--- config.mk ---
export PLATFORM = sky130hd
export DESIGN_NAME = tlul_fetch_host
export DESIGN_NICKNAME = d
export VERILOG_FILES = /design/src/rtl/fetch_host_pkg.sv /design/src/rtl/tlul_pkg.sv /design/src/rtl/fetch_src_fifo.sv /design/src/rtl/tlul_fetch_host.sv
export SDC_FILE = /design/constraint.sdc
export NUM_CORES = 1
export LEC_CHECK = 0
export ABC_AREA = 1
export BUFFER_PORTS_ARGS = -buffer_cell sky130_fd_sc_hd__buf_2
export CAP_MARGIN = 20
export CORE_ASPECT_RATIO = 1.75
export CORE_MARGIN = 1.5
export CORE_UTILIZATION = 42
export DETAILED_ROUTE_END_ITERATION = 7
export GPL_TIMING_DRIVEN = 0
export PLACE_DENSITY = 0.78
export SLEW_MARGIN = 20
export SYNTH_ARGS = -nofsm -noshare
export SYNTH_HDL_FRONTEND = slang
export SYNTH_SLANG_ARGS = --single-unit
--- constraint.sdc ---
create_clock -name clk_i -period 3.1 [get_ports clk_i]
set_input_delay 0.465 -clock clk_i [delete_from_list [all_inputs] [get_ports clk_i]]
set_output_delay 0.465 -clock clk_i [all_outputs]
set_load 0.01 [all_outputs]
--- src/rtl/fetch_host_pkg.sv ---
// Shared constants and the held A-request record for the TL-UL fetch host.
package fetch_host_pkg;

  localparam int unsigned DefOutstanding = 2;
  localparam int unsigned TlSrcW         = 8;
  localparam logic [1:0]  FetchSize      = 2'd2;

  function automatic int unsigned src_w(input int unsigned n);
    return (n > 1) ? $clog2(n) : 1;
  endfunction

  // Source ID width for the default build; the host derives its own from its parameter.
  localparam int unsigned SrcW = src_w(DefOutstanding);

  typedef struct packed {
    logic [31:0]       addr;
    logic [TlSrcW-1:0] source;
  } held_req_t;

endpackage

--- src/rtl/tlul_pkg.sv ---
// TL-UL channel types used by the fetch host: A channel plus d_ready, D channel plus a_ready.
package tlul_pkg;

  typedef enum logic [2:0] {
    PutFullData    = 3'h0,
    PutPartialData = 3'h1,
    Get            = 3'h4
  } tl_a_op_e;

  typedef enum logic [2:0] {
    AccessAck     = 3'h0,
    AccessAckData = 3'h1
  } tl_d_op_e;

  typedef struct packed {
    logic        a_valid;
    tl_a_op_e    a_opcode;
    logic [2:0]  a_param;
    logic [1:0]  a_size;
    logic [7:0]  a_source;
    logic [31:0] a_address;
    logic [3:0]  a_mask;
    logic [31:0] a_data;
    logic        d_ready;
  } tl_h2d_t;

  typedef struct packed {
    logic        d_valid;
    tl_d_op_e    d_opcode;
    logic [2:0]  d_param;
    logic [1:0]  d_size;
    logic [7:0]  d_source;
    logic        d_sink;
    logic [31:0] d_data;
    logic        d_error;
    logic        a_ready;
  } tl_d2h_t;

endpackage

--- src/rtl/fetch_src_fifo.sv ---
// In-order FIFO of issued source IDs; pop data is combinational (bypasses push when empty).
// Zero-latency read; push while full is accepted only together with a pop.
module fetch_src_fifo
  import fetch_host_pkg::*;
#(
  parameter int unsigned Depth = 2,
  parameter int unsigned W     = 1
) (
  input  logic         clk_i,
  input  logic         rst_i,
  input  logic         push,
  input  logic [W-1:0] push_dat,
  input  logic         pop,
  output logic [W-1:0] pop_dat,
  output logic         empty,
  output logic         full
);

  localparam int unsigned PW = src_w(Depth);
  localparam int unsigned CW = $clog2(Depth + 1);

  logic [W-1:0]  mem [Depth];
  logic [PW-1:0] wr_ptr, rd_ptr;
  logic [CW-1:0] cnt;
  logic          bypass, do_push, do_pop;

  function automatic logic [PW-1:0] nxt(input logic [PW-1:0] p);
    return (p == PW'(Depth - 1)) ? '0 : p + 1'b1;
  endfunction

  assign empty   = (cnt == '0);
  assign full    = (cnt == CW'(Depth));
  assign bypass  = empty & push & pop;
  assign do_push = push & ~bypass & (~full | pop);
  assign do_pop  = pop & ~empty;
  assign pop_dat = empty ? push_dat : mem[rd_ptr];

  always_ff @(posedge clk_i or posedge rst_i) begin
    if (rst_i) begin
      wr_ptr <= '0;
      rd_ptr <= '0;
      cnt    <= '0;
    end else begin
      if (do_push) wr_ptr <= nxt(wr_ptr);
      if (do_pop)  rd_ptr <= nxt(rd_ptr);
      cnt <= cnt + CW'(do_push) - CW'(do_pop);
    end
  end

  always_ff @(posedge clk_i) begin
    if (do_push) mem[wr_ptr] <= push_dat;
  end

endmodule

--- src/rtl/tlul_fetch_host.sv ---
// Core fetch -> TL-UL Get host; gnt->a_valid 1 cycle, D beat->rvalid 1 cycle, misaligned err 1 cycle after gnt.
// Gnt withheld while the A slot is busy or Outstanding Gets are in flight; FETCH_RSP_CHECK_EN adds D opcode/size checks.
module tlul_fetch_host
  import fetch_host_pkg::*;
#(
  parameter int unsigned Outstanding = DefOutstanding,
  parameter int unsigned AddrW       = 32
) (
  input  logic              clk_i,
  input  logic              rst_i,
  input  logic              fetch_req_i,
  input  logic [AddrW-1:0]  fetch_addr_i,
  output logic              fetch_gnt_o,
  output logic              fetch_rvalid_o,
  output logic [31:0]       fetch_rdata_o,
  output logic              fetch_err_o,
  input  logic              flush_i,
  output tlul_pkg::tl_h2d_t tl_o,
  input  tlul_pkg::tl_d2h_t tl_i
);

  localparam int unsigned SW = src_w(Outstanding);
  localparam int unsigned CW = $clog2(Outstanding + 1);

  held_req_t     held;
  logic          held_vld;
  logic [CW-1:0] out_cnt, disc_cnt, in_use;
  logic [SW-1:0] src_cnt, pop_id;
  logic          rvalid_q, err_q, mis_q;
  logic [31:0]   rdata_q;
  logic          aligned, a_fire, d_fire, rsp_err, src_full, src_empty;
  logic          unused_tl;

  assign aligned = (fetch_addr_i[1:0] == 2'b00);
  assign in_use  = out_cnt + CW'(held_vld);
  assign a_fire  = held_vld & tl_i.a_ready;
  // Beats with nothing in flight are stray and must not touch any count.
  assign d_fire  = tl_i.d_valid & (out_cnt != '0);

  assign fetch_gnt_o = ~rst_i & fetch_req_i & ~flush_i & ~held_vld &
                       (in_use < CW'(Outstanding)) & (aligned | (out_cnt == '0));

  always_comb begin
    rsp_err = tl_i.d_error | (tl_i.d_source != TlSrcW'(pop_id));
`ifdef FETCH_RSP_CHECK_EN
    rsp_err = rsp_err | (tl_i.d_opcode != tlul_pkg::AccessAckData) | (tl_i.d_size != FetchSize);
`endif
  end

  fetch_src_fifo #(
    .Depth (Outstanding),
    .W     (SW)
  ) u_src_fifo (
    .clk_i    (clk_i),
    .rst_i    (rst_i),
    .push     (a_fire),
    .push_dat (src_cnt),
    .pop      (d_fire),
    .pop_dat  (pop_id),
    .empty    (src_empty),
    .full     (src_full)
  );

  always_ff @(posedge clk_i or posedge rst_i) begin
    if (rst_i) begin
      held_vld <= 1'b0;
      held     <= '0;
      out_cnt  <= '0;
      disc_cnt <= '0;
      src_cnt  <= '0;
      rvalid_q <= 1'b0;
      rdata_q  <= '0;
      err_q    <= 1'b0;
      mis_q    <= 1'b0;
    end else begin
      if (fetch_gnt_o && aligned) begin
        held_vld    <= 1'b1;
        held.addr   <= 32'({fetch_addr_i[AddrW-1:2], 2'b00});
        held.source <= TlSrcW'(src_cnt);
      end else if (a_fire) begin
        held_vld <= 1'b0;
      end

      if (a_fire) src_cnt <= (src_cnt == SW'(Outstanding - 1)) ? '0 : src_cnt + 1'b1;
      out_cnt <= out_cnt + CW'(a_fire) - CW'(d_fire);

      // The held request cannot be retracted, so its response is discarded too.
      if (flush_i)                         disc_cnt <= in_use - CW'(d_fire);
      else if (d_fire && disc_cnt != '0)   disc_cnt <= disc_cnt - 1'b1;

      rvalid_q <= 1'b0;
      mis_q    <= 1'b0;
      if (fetch_gnt_o && !aligned) begin
        rvalid_q <= 1'b1;
        rdata_q  <= '0;
        err_q    <= 1'b1;
        mis_q    <= 1'b1;
      end else if (d_fire && !flush_i && disc_cnt == '0) begin
        rvalid_q <= 1'b1;
        rdata_q  <= tl_i.d_data;
        err_q    <= rsp_err;
      end
    end
  end

  // A local misaligned error still pending when a flush lands is dropped.
  assign fetch_rvalid_o = rvalid_q & ~(mis_q & flush_i);
  assign fetch_rdata_o  = rdata_q;
  assign fetch_err_o    = err_q;

  always_comb begin
    tl_o           = '0;
    tl_o.a_valid   = held_vld;
    tl_o.a_opcode  = tlul_pkg::Get;
    tl_o.a_size    = FetchSize;
    tl_o.a_source  = held.source;
    tl_o.a_address = held.addr;
    tl_o.a_mask    = 4'hF;
    tl_o.d_ready   = 1'b1;
  end

  assign unused_tl = ^{tl_i.d_param, tl_i.d_sink, tl_i.d_opcode, tl_i.d_size, src_full, src_empty};

endmodule

### After elaboration in Yosys (flattened, before gate mapping)

Memories as Yosys holds them, arrays and structs flattened.
Cells that the tools add are included.

| storage, ports and cells | value |
|---|---|
| bits of input ports | 88 |
| bits in registers | 76 |
| bits in writable memories | 2 |
| memories kept | 1 |
| word-level logic and storage cells | 84 |
| output and inout bits | 121 |

| operators by class | value |
|---|---|
| multiplexer cells | 17 |
| bitwise operators | 24 |
| eq/ne operators | 2 |
| magnitude comparators | 1 |
| add/sub/neg operators | 10 |
| reduce and logical (&&, ||, !) cells | 16 |

Memories:

| memory | depth | width | rd ports | clocked after Yosys merged registers in | wr ports | line | source |
|---|---|---|---|---|---|---|---|
| u_src_fifo.mem | 2 | 1 | 1 | 0 | 1 | fetch_src_fifo.sv:22 | `logic [W-1:0] mem [Depth];` |

Operator list:

| cell | count |
|---|---|
| $mux W32 | 2 |
| $and A1 B1 Y1 | 14 |
| $mux W1 | 13 |
| $reduce_bool A2 Y1 | 5 |
| $logic_not A2 Y1 | 4 |
| $ne A8 B1 Y1 | 1 |
| $not A1 Y1 | 7 |
| $add A2 B1 Y2 | 3 |
| $sub A2 B1 Y2 | 3 |
| $logic_and A1 B1 Y1 | 5 |
| $mux W2 | 2 |
| $add A1 B1 Y1 const B | 3 |
| $or A1 B1 Y1 | 3 |
| $eq A2 B2 Y1 const B | 1 |
| $logic_not A1 Y1 | 2 |
| $lt A2 B2 Y1 const B | 1 |
| $sub A2 B1 Y2 const B | 1 |

### Longest topological paths before layout

Gate-level depths: netlist of run 1.

| depth | value |
|---|---|
| word-level depth | 8 |
| gate-level depth with buffers | 10 |
| depth with buffers taken out | 9 |

### By module

From an unflattened synthesis of run 1, not the netlist that was laid out.

| second synthesis, totals | value |
|---|---|
| cells, all modules | 508 |
| area total of the unflattened synthesis | 4331.7 µm² |

By module, submodules not included:

| module | area an instance (µm²) | instances | cells each |
|---|---|---|---|
| tlul_fetch_host | 3977.6 | 1 | 472 |
| fetch_src_fifo | 354.1 | 1 | 36 |

### Least setup slack after synthesis of run 1

Ideal clock, no wire load.

| timing | value |
|---|---|
| path type | input to output |
| from | input rst_i |
| to | output fetch_gnt_o |
| stages on the path | 8 |
| arrival time | 2907 ps |
| slack | -272 ps |
| cells stage by stage | inv_1 nand2_1 nor2_1 and2_1 buf_2 buf_2 nand2_1 inv_1 |

| between the ends | value |
|---|---|
| word-level cells in the longest chain between the ends | 6 |

Ends and longest elaborated chain:

| item | line | source |
|---|---|---|
| start: declaration | tlul_fetch_host.sv:10 | `input logic rst_i,` |
| $not A1 Y1 | tlul_fetch_host.sv:40 | `assign fetch_gnt_o = ~rst_i & fetch_req_i & ~flush_i & ~held_vld &` |
| $and A1 B1 Y1 (4 in series) | tlul_fetch_host.sv:40 |  |
| $and A1 B1 Y1 | tlul_fetch_host.sv:41 | `(in_use < CW'(Outstanding)) & (aligned \| (out_cnt == '0));` |
| end: declaration | tlul_fetch_host.sv:13 | `output logic fetch_gnt_o,` |

Every way passes these cells.

### Worst setup path after layout of run 1

Same ends and word-level chain as after synthesis.

==> out/results.env, run 1 <==
GLOBALROUTE.TOTALOVERFLOW=0
SYNTH.DISTINCT_CELLS=25
SIMPLE_LOGIC_CELL_FRACTION_OF_THE_SYNTHESIZED_AREA_PCT=28.77
ROUTABILITYCONGESTION=0.7610
CRITICAL_PATH_CLASS='input pin to output port'
CTS.REPAIR_TIMING.SETUP_BUFFER_COUNT=0
YOSYS.AREA_SHARE.XOR_XNOR_PCT=1.485
PLACE.DETAILED.INSTANCES=843
FIN_SKEW_NS=0.006349
LAYOUT_CELLS_SIZED_ABOVE_1_PCT=32.84
PATH_CLK_SLEW_NS=0.06
POSTLAYOUTCELLAREA_UM2=5605
YOSYS_REGISTER_BITS=78
HOLD_VIOL=0
POWER-PER-CELL-AREA_nW_PER_UM2=813.9
POSTSYNTHCELLCOUNT=522
CLK_PATH_BUF_DEPTH=2
TRITONCTS_CLOCK_TREE='yes'
TYPE_OF_ELEMENT_LAUNCHING_THE_CRITICAL_PATH='input pin'
FP.DIEAREA_UM2=10460
CTS_HOLD_REPAIR.BUFFERS=0
MAPPEDNETLISTAREA_UM2=4128
FINAL_CELL_COUNT_NO_FILL=859
INSERTION_DELAY_NS=0.33
PLACEABLECOREAREA_UM2=9527
CHIPWIDTH_UM=77.94
DRT.ANTENNA.VIOLATING_NETS=0
CLKSINKCOUNT=78
FILL_CELLS=860
TOTAL_LEAKAGE_POWER_nW=3.595
SYN_TO_LAYOUT_AREA_DELTA_PCT=35.80
WORST-PATH-MAX-FANOUT=34
CTS_REPAIR_RESIZE_COUNT=0
DOMINANT_COMBINATIONAL_CELL_FAMILY_BY_AREA_AFTER_SYNTHESIS='simple AND/OR/NAND/NOR gates'
DRC_ERRORS=0
SETUP_TOTAL_NEG_SLACK_NS=0
ANTENNA_VIOLATIONS_BEFORE_REPAIR=0
OUTCOME='complete, no violations'
AVGROUTEDWIREPERCELL_UM=11.41
HOLD-WORST-SLACK_NS=0.08796
WORSTSETUPENDPOINTTYPE='output port'
ANTENNA-DIODE-COUNT=0
LAYOUT.CELLS.MOST_COMMON='sky130_fd_sc_hd__nand2_1'
ROUTED_WL_UM=9805
POSTSYNTHAREAPERCELL_UM2=7.907
DIE_H_UM=134.1
FINALWORSTPATHREQUIREDPERIOD_NS=2.512
ASYNC_RESET_FF_SHARE_PCT=97.44
POST_DP_AREA_UM2=5245
YS.FLOP_TYPE='sky130_fd_sc_hd__dfrtp_1'
FINALWORSTSETUPSLACK_NS=0.5880
PLACE.DETAILED.HPWL_UM=7745
FIN_UTIL_PCT=58.84
VIA_PER_INST=4.414
TIMING.FINAL.CRIT_SHARE_PCT=81.03
SYNTH_COMPOUND_AREA_SHARE_PCT=0.8791
TOP_LEVEL_PORTS=209
CP.ARRIVAL_NS=2.05
SYNTH.AREA.MUX_SHARE_PCT=0
SYNTH_SEQUENTIAL_AREA_RATIO_PCT=47.53
PRECTSSETUPSLACK_NS=0.5708
FIRSTDRTPASSITERS=4
GRT_PASS1_WL_UM=16210
DRT_ITER0_MARKERS=113
CRIT_REQUIRED_NS=2.63
REPORT.FINAL.SLEW_VIOL_COUNT=0
CLOCK.FMAX_MHz=398.1
SYNTH_EDF_COUNT=2
GRT_MAX_DEGREE=35
FINAL-SETUP-VIOL-COUNT=0
MOST-COMMON-LAYOUT-CELLS='sky130_fd_sc_hd__nand2_1, sky130_fd_sc_hd__buf_2, sky130_fd_sc_hd__dfrtp_1, sky130_fd_sc_hd__inv_1, sky130_fd_sc_hd__buf_4'
RSZ0062_AT_GRT='false'
GLOBALROUTETOTALUTIL_PCT=19.45
FLOORPLAN.INITIALDENSITY_PCT=43.33
FINAL_NET_COUNT=827
HOLD_PATH_CLASS='input pin to asynchronous set/reset pin'
DETAILROUTE.VIA_COUNT=3792
SYNTH-ADDER-AREA-SHARE_PCT=2.122
DESIGN_POWER_TOTAL_mW=4.562
HTREE_LEVELS=3
IR_WORST_VDD_mV=0.4451
NUMBER_OF_GLOBAL_ROUTE_VIAS_BEFORE_REPAIR=3575
TRITONCTS.NUM_BUFFERS=9
CLOCK-ROOT-BUFFER='sky130_fd_sc_hd__clkbuf_16'
PLACEMENT.IO_BUFFERS=145
CAP_VIOL_MAX_COUNT=0
YOSYSWARNINGS=0
PLACEMENTROWS=47
state kept, by name (all words and copies together) (netlist names):
register and cells:
u_src_fifo.wr_ptr 1, u_src_fifo.mem 2, mis_q 1, src_cnt 1
held_vld 1, u_src_fifo.cnt 2, fetch_rdata_o 32, rvalid_q 1
u_src_fifo.rd_ptr 1, fetch_err_o 1, out_cnt 2, tl_o 31
disc_cnt 2
logic make-up (layout without fill, tap and decap cells):
group | count (synthesis) | count (layout)
AOI/OAI and AO/OA | 6 | 6
DFF | 78 | 78
adders and majority gates | 7 | 7
other | 2 | 54
and+or+nand+nor | 275 | 275
buffers and inverters | 147 | 310
xor gates and xnor gates | 7 | 7
worst paths after layout:
| path | from | end | slack (ns) | cells after the start |
|---|---|---|---|---|
| worst max-delay path | rst_i | fetch_gnt_o | 0.59 | 11 |
| worst min-delay path | rst_i | tl_o[64]$_DFFE_PP0P_ | 0.09 | 2 |
| worst max register to register | out_cnt[1]$_DFF_PP0_ | out_cnt[1]$_DFF_PP0_ | 1.11 | 8 |
| worst min register to register | tl_o[47]$_DFFE_PP0P_ | tl_o[47]$_DFFE_PP0P_ | 0.47 | 2 |
| max in group asynchronous | rst_i | fetch_rdata_o[7]$_DFFE_PP0P_ | 2.55 | 3 |
| min in group clk_i | tl_i[0] | held_vld$_DFFE_PP0P_ | 0.34 | 2 |
layer usage:
metal	vias up	share of wire, %	GRT usage (%)
met5	-	0	0
met4	0	1.3	6.845
met3	9	6.8	4.422
met2	155	55	36.76
met1	1709	37	20.71
li1	1919	-	-
cell usage after synthesis (4+ instances only):
master	count	area, µm²
sky130_fd_sc_hd__nand3_1	39	195.2
sky130_fd_sc_hd__nand2_1	188	705.7
sky130_fd_sc_hd__dfrtp_1	76	1902
sky130_fd_sc_hd__xor2_1	4	35.03
sky130_fd_sc_hd__nor2_1	9	33.78
sky130_fd_sc_hd__o21ai_0	4	20.02
sky130_fd_sc_hd__clkbuf_1	9	33.78
sky130_fd_sc_hd__inv_1	64	240.2
sky130_fd_sc_hd__ha_1	7	87.58
sky130_fd_sc_hd__buf_2	13	65.06
sky130_fd_sc_hd__buf_4	58	435.4
sky130_fd_sc_hd__nand4_1	32	200.2
power breakdown:
part | switching, mW | total [mW] | leakage (nW) | internal (mW)
sequential | 0.224 | 1.65 | 0.995 | 1.43
combinational | 1.01 | 1.67 | 2.42 | 0.664
clock | 0.389 | 1.24 | 0.176 | 0.853
total | 1.62 | 4.56 | 3.60 | 2.94
critical path, stage by stage:
cell and delay [ns]:
sky130_fd_sc_hd__buf_2 0.11, sky130_fd_sc_hd__clkinvlp_4 0.22, sky130_fd_sc_hd__buf_12 0.25, sky130_fd_sc_hd__nand2_1 0.07
sky130_fd_sc_hd__nor2_1 0.14, sky130_fd_sc_hd__and2_1 0.14, sky130_fd_sc_hd__buf_2 0.17, sky130_fd_sc_hd__buf_2 0.23
sky130_fd_sc_hd__nand2_1 0.07, sky130_fd_sc_hd__inv_1 0.06, sky130_fd_sc_hd__buf_2 0.12
area by class of cell:
cell class | count | area (µm²) | area share (%)
clock buffer | 13 | 270.3 | 4.821
timing repair buffer | 147 | 765.7 | 13.66
multi-input combinational | 349 | 1575 | 28.10
buffer | 80 | 534.3 | 9.531
tap | 122 | 152.6 | 2.723
sequential | 78 | 1962 | 35.00
inverter | 67 | 255.2 | 4.554
clock inverter | 3 | 90.09 | 1.607
Power figures use the tool's default switching activity.
==> run 2: changes to the inputs <==
Settings changed: CORE_UTILIZATION 42 to 45, PLACE_DENSITY 0.78 to 0.79.
Clock period 3.1 ns to 2.6 ns, I/O delays scaled along.
==> out/results.env, run 2 (same netlist as run 1, synthesis figures left out) <==
SHARE_SEQ_OF_TOTAL_POWER_PCT=37.9  # +1.7 points
REG_TO_REG_END='out_cnt[1]$_DFF_PP0_'
FIN_UTIL_PCT=61.80  # +3.0 points
TIMING.FINAL.CRIT_SHARE_PCT=84.94
CTS_HOLD_REPAIR.BUFFERS=0  # unchanged
CTS_REPAIR_RESIZE_COUNT=0  # unchanged
FP.DIEAREA_UM2=9779  # -6.5%
TYPE_OF_ELEMENT_LAUNCHING_THE_CRITICAL_PATH='input pin'
CLK_PATH_BUF_DEPTH=2  # unchanged
AVGROUTEDWIREPERCELL_UM=11.31  # -0.89%
SEQUENTIAL_CELL_AREA_UM2=1962  # unchanged
POST_DP_AREA_UM2=5255  # +0.19%
INSERTION_DELAY_NS=0.33  # about the same
OUTCOME='complete, no violations'
FINALWORSTPATHREQUIREDPERIOD_NS=2.209
CRIT_REQUIRED_NS=2.21  # -0.42 ns
FILL_CELLS=836  # -2.8%
MULTI_INPUT_COMB_AREA_UM2=1575  # unchanged
DRT.ANTENNA.VIOLATING_NETS=0  # unchanged
CHIPWIDTH_UM=75.40  # -3.3%
SWSHARE_PCT=37.05  # +1.5 points
SWITCHING_POWER_TOTAL_mW=1.919  # +18%
FLOORPLAN.INITIALDENSITY_PCT=45.97  # +2.6 points
COMB_POWER_SHARE_PCT=38.5  # +1.9 points
VIA_PER_INST=4.399  # -0.35%
CLOCK_POWER_SHARE_PCT=23.6  # -3.6 points
ROUTED_WL_UM=9695  # -1.1%
FIN_SKEW_NS=0.006951  # +0.0006023 ns
R2R_START='out_cnt[1]$_DFF_PP0_'
CP-STARTPOINT='rst_i'
ANTENNA_VIOLATIONS_BEFORE_REPAIR=0  # unchanged
HOLD_VIOL=0  # unchanged
LARGEST_REGISTER_FF_COUNT=32  # unchanged
CAP_VIOL_MAX_COUNT=0  # unchanged
WORST-PATH-MAX-FANOUT=34  # unchanged
TRITONCTS.NUM_BUFFERS=9  # unchanged
PLACEABLECOREAREA_UM2=8979  # -5.8%
PRECTSSETUPSLACK_NS=0.3745  # -0.1964 ns
IR_WORST_VDD_mV=0.5228  # +17%
INTPOWER_mW=3.261  # +11%
LAYOUT_CELLS_SIZED_ABOVE_1_PCT=32.84  # unchanged
GRT_PASS1_WL_UM=15570  # -4.0%
GLOBALROUTETOTALUTIL_PCT=20.51  # +1.1 points
FINAL_NET_COUNT=827  # unchanged
RSZ0062_AT_GRT='false'
WORST_R2R_PATH_DEPTH=8  # unchanged
WORST_SETUP_PATH_ENDPOINT='fetch_gnt_o'
REPORT.FINAL.SLEW_VIOL_COUNT=0  # unchanged
FIRSTDRTPASSITERS=4  # unchanged
POSTLAYOUTCELLAREA_UM2=5549  # -1.0%
HOLD_PATH_CLASS='input pin to asynchronous set/reset pin'
LAYOUT.CELLS.MOST_COMMON='sky130_fd_sc_hd__nand2_1'
TOTAL_LEAKAGE_POWER_nW=3.561  # -0.95%
PLACE.DETAILED.INSTANCES=841  # -0.24%
CRITICAL_PATH_CLASS='input pin to output port'
CRITPATHTOPFAMILY='buffers and inverters'
NUMBER_OF_GLOBAL_ROUTE_VIAS_BEFORE_REPAIR=3655  # +2.2%
DETAILROUTE.VIA_COUNT=3770  # -0.58%
PLACE.DETAILED.HPWL_UM=7681  # -0.82%
SETUP_TOTAL_NEG_SLACK_NS=0  # unchanged
TRITONCTS_CLOCK_TREE='yes'
FINAL_CELL_COUNT_NO_FILL=857  # -0.23%
DESIGN_POWER_TOTAL_mW=5.180  # +14%
CLKSINKCOUNT=78  # unchanged
PATH_CLK_SLEW_NS=0.06  # about the same
CP.DEPTH=11  # unchanged
GRT_MAX_DEGREE=35  # unchanged
DIE_H_UM=129.7  # -3.3%
SLOWEST_DELAY_NS=0.24  # about the same
TOP_LEVEL_PORTS=209  # unchanged
CRIT_PATH_TOP_DELAY_CELL='sky130_fd_sc_hd__buf_12'
CP.ARRIVAL_NS=1.82  # -0.23 ns
DRC_ERRORS=0  # unchanged
PLACEMENTROWS=46  # -2.1%
SYN_TO_LAYOUT_AREA_DELTA_PCT=34.43
SETUP_SLACK_REG_TO_REG_NS=0.68  # -0.43 ns
FINAL-SETUP-VIOL-COUNT=0  # unchanged
FINALWORSTSETUPSLACK_NS=0.3915  # -0.1965 ns
CLOCK.FMAX_MHz=452.8
PLACEMENT.IO_BUFFERS=145  # unchanged
POWER-PER-CELL-AREA_nW_PER_UM2=933.4  # +15%
CLOCK-ROOT-BUFFER='sky130_fd_sc_hd__clkbuf_16'
HTREE_LEVELS=3  # unchanged
ROUTABILITYCONGESTION=0.7677  # +0.88%
GLOBALROUTE.TOTALOVERFLOW=0  # unchanged
BUFFERS_INVERTERS_ON_CRITICAL_PATH=7  # unchanged
HOLD-WORST-SLACK_NS=0.01601  # -0.07195 ns
CP_CELL_SEQUENCE='buf_2 > clkinvlp_4 > buf_12 > nand2_1 > nor2_1 > and2_1 > buf_6 > buf_6 > nand2_1 > inv_2 > buf_2'
DRT_ITER0_MARKERS=113  # unchanged
ANTENNA-DIODE-COUNT=0  # unchanged
CTS.REPAIR_TIMING.SETUP_BUFFER_COUNT=0  # unchanged
MOST-COMMON-LAYOUT-CELLS='sky130_fd_sc_hd__nand2_1, sky130_fd_sc_hd__buf_2, sky130_fd_sc_hd__dfrtp_1, sky130_fd_sc_hd__inv_1, sky130_fd_sc_hd__buf_4'
WORSTSETUPENDPOINTTYPE='output port'
[run 2: cell types whose count changed in the layout (fill, tap and decap cells not counted), sizes merged]
| cell | before | now |
|---|---|---|
| clkinvlp | 1 | 2 |
| clkinv | 0 | 2 |
| clkbuf | 22 | 21 |
| bufinv | 3 | 1 |
[run 2: worst min path at each step]
stage / from / end / cells after the start / slack (ns)
floorplan: u_src_fifo.wr_ptr$_DFFE_PP0N_ / u_src_fifo.wr_ptr$_DFFE_PP0N_ / 2 / 0.44
global placement: tl_o[58]$_DFFE_PP0P_ / tl_o[58]$_DFFE_PP0P_ / 2 / 0.45
detailed placement: rst_i / fetch_rdata_o[23]$_DFFE_PP0P_ / 2 / 0.36
CTS: rst_i / tl_o[61]$_DFFE_PP0P_ / 2 / 0.01
global route: rst_i / tl_o[60]$_DFFE_PP0P_ / 2 / 0.03
finish: rst_i / tl_o[61]$_DFFE_PP0P_ / 2 / 0.02
[run 2: cell type report]
cell class	count	area share (%)
clock buffers	12	4.442
inverters	67	4.600
multi-input cells	349	28.39
repair buffers	147	13.80
plain buffers	80	9.853
clock inverters	4	0.8568
well taps	120	2.706
flip-flops and latches	78	35.36
[run 2: metal layers]
metal | vias up | part of all wire [%] | global-route usage (%)
met5 | - | 0 | 0
met4 | 0 | 1.5 | 7.878
met3 | 12 | 6.6 | 4.247
met2 | 145 | 56 | 39.73
met1 | 1695 | 36 | 20.27
li1 | 1918 | - | -
[run 2: power groups by stage]
stage / sequential [mW] / combinational (mW) / clock, mW
floorplan: 2.15 / 1.09 / 0
global placement: 1.96 / 1.92 / 0
detailed placement: 1.97 / 2.02 / 0
CTS: 1.96 / 2.02 / 1.26
global route: 2.02 / 2.29 / 1.33
finish: 1.96 / 1.99 / 1.22
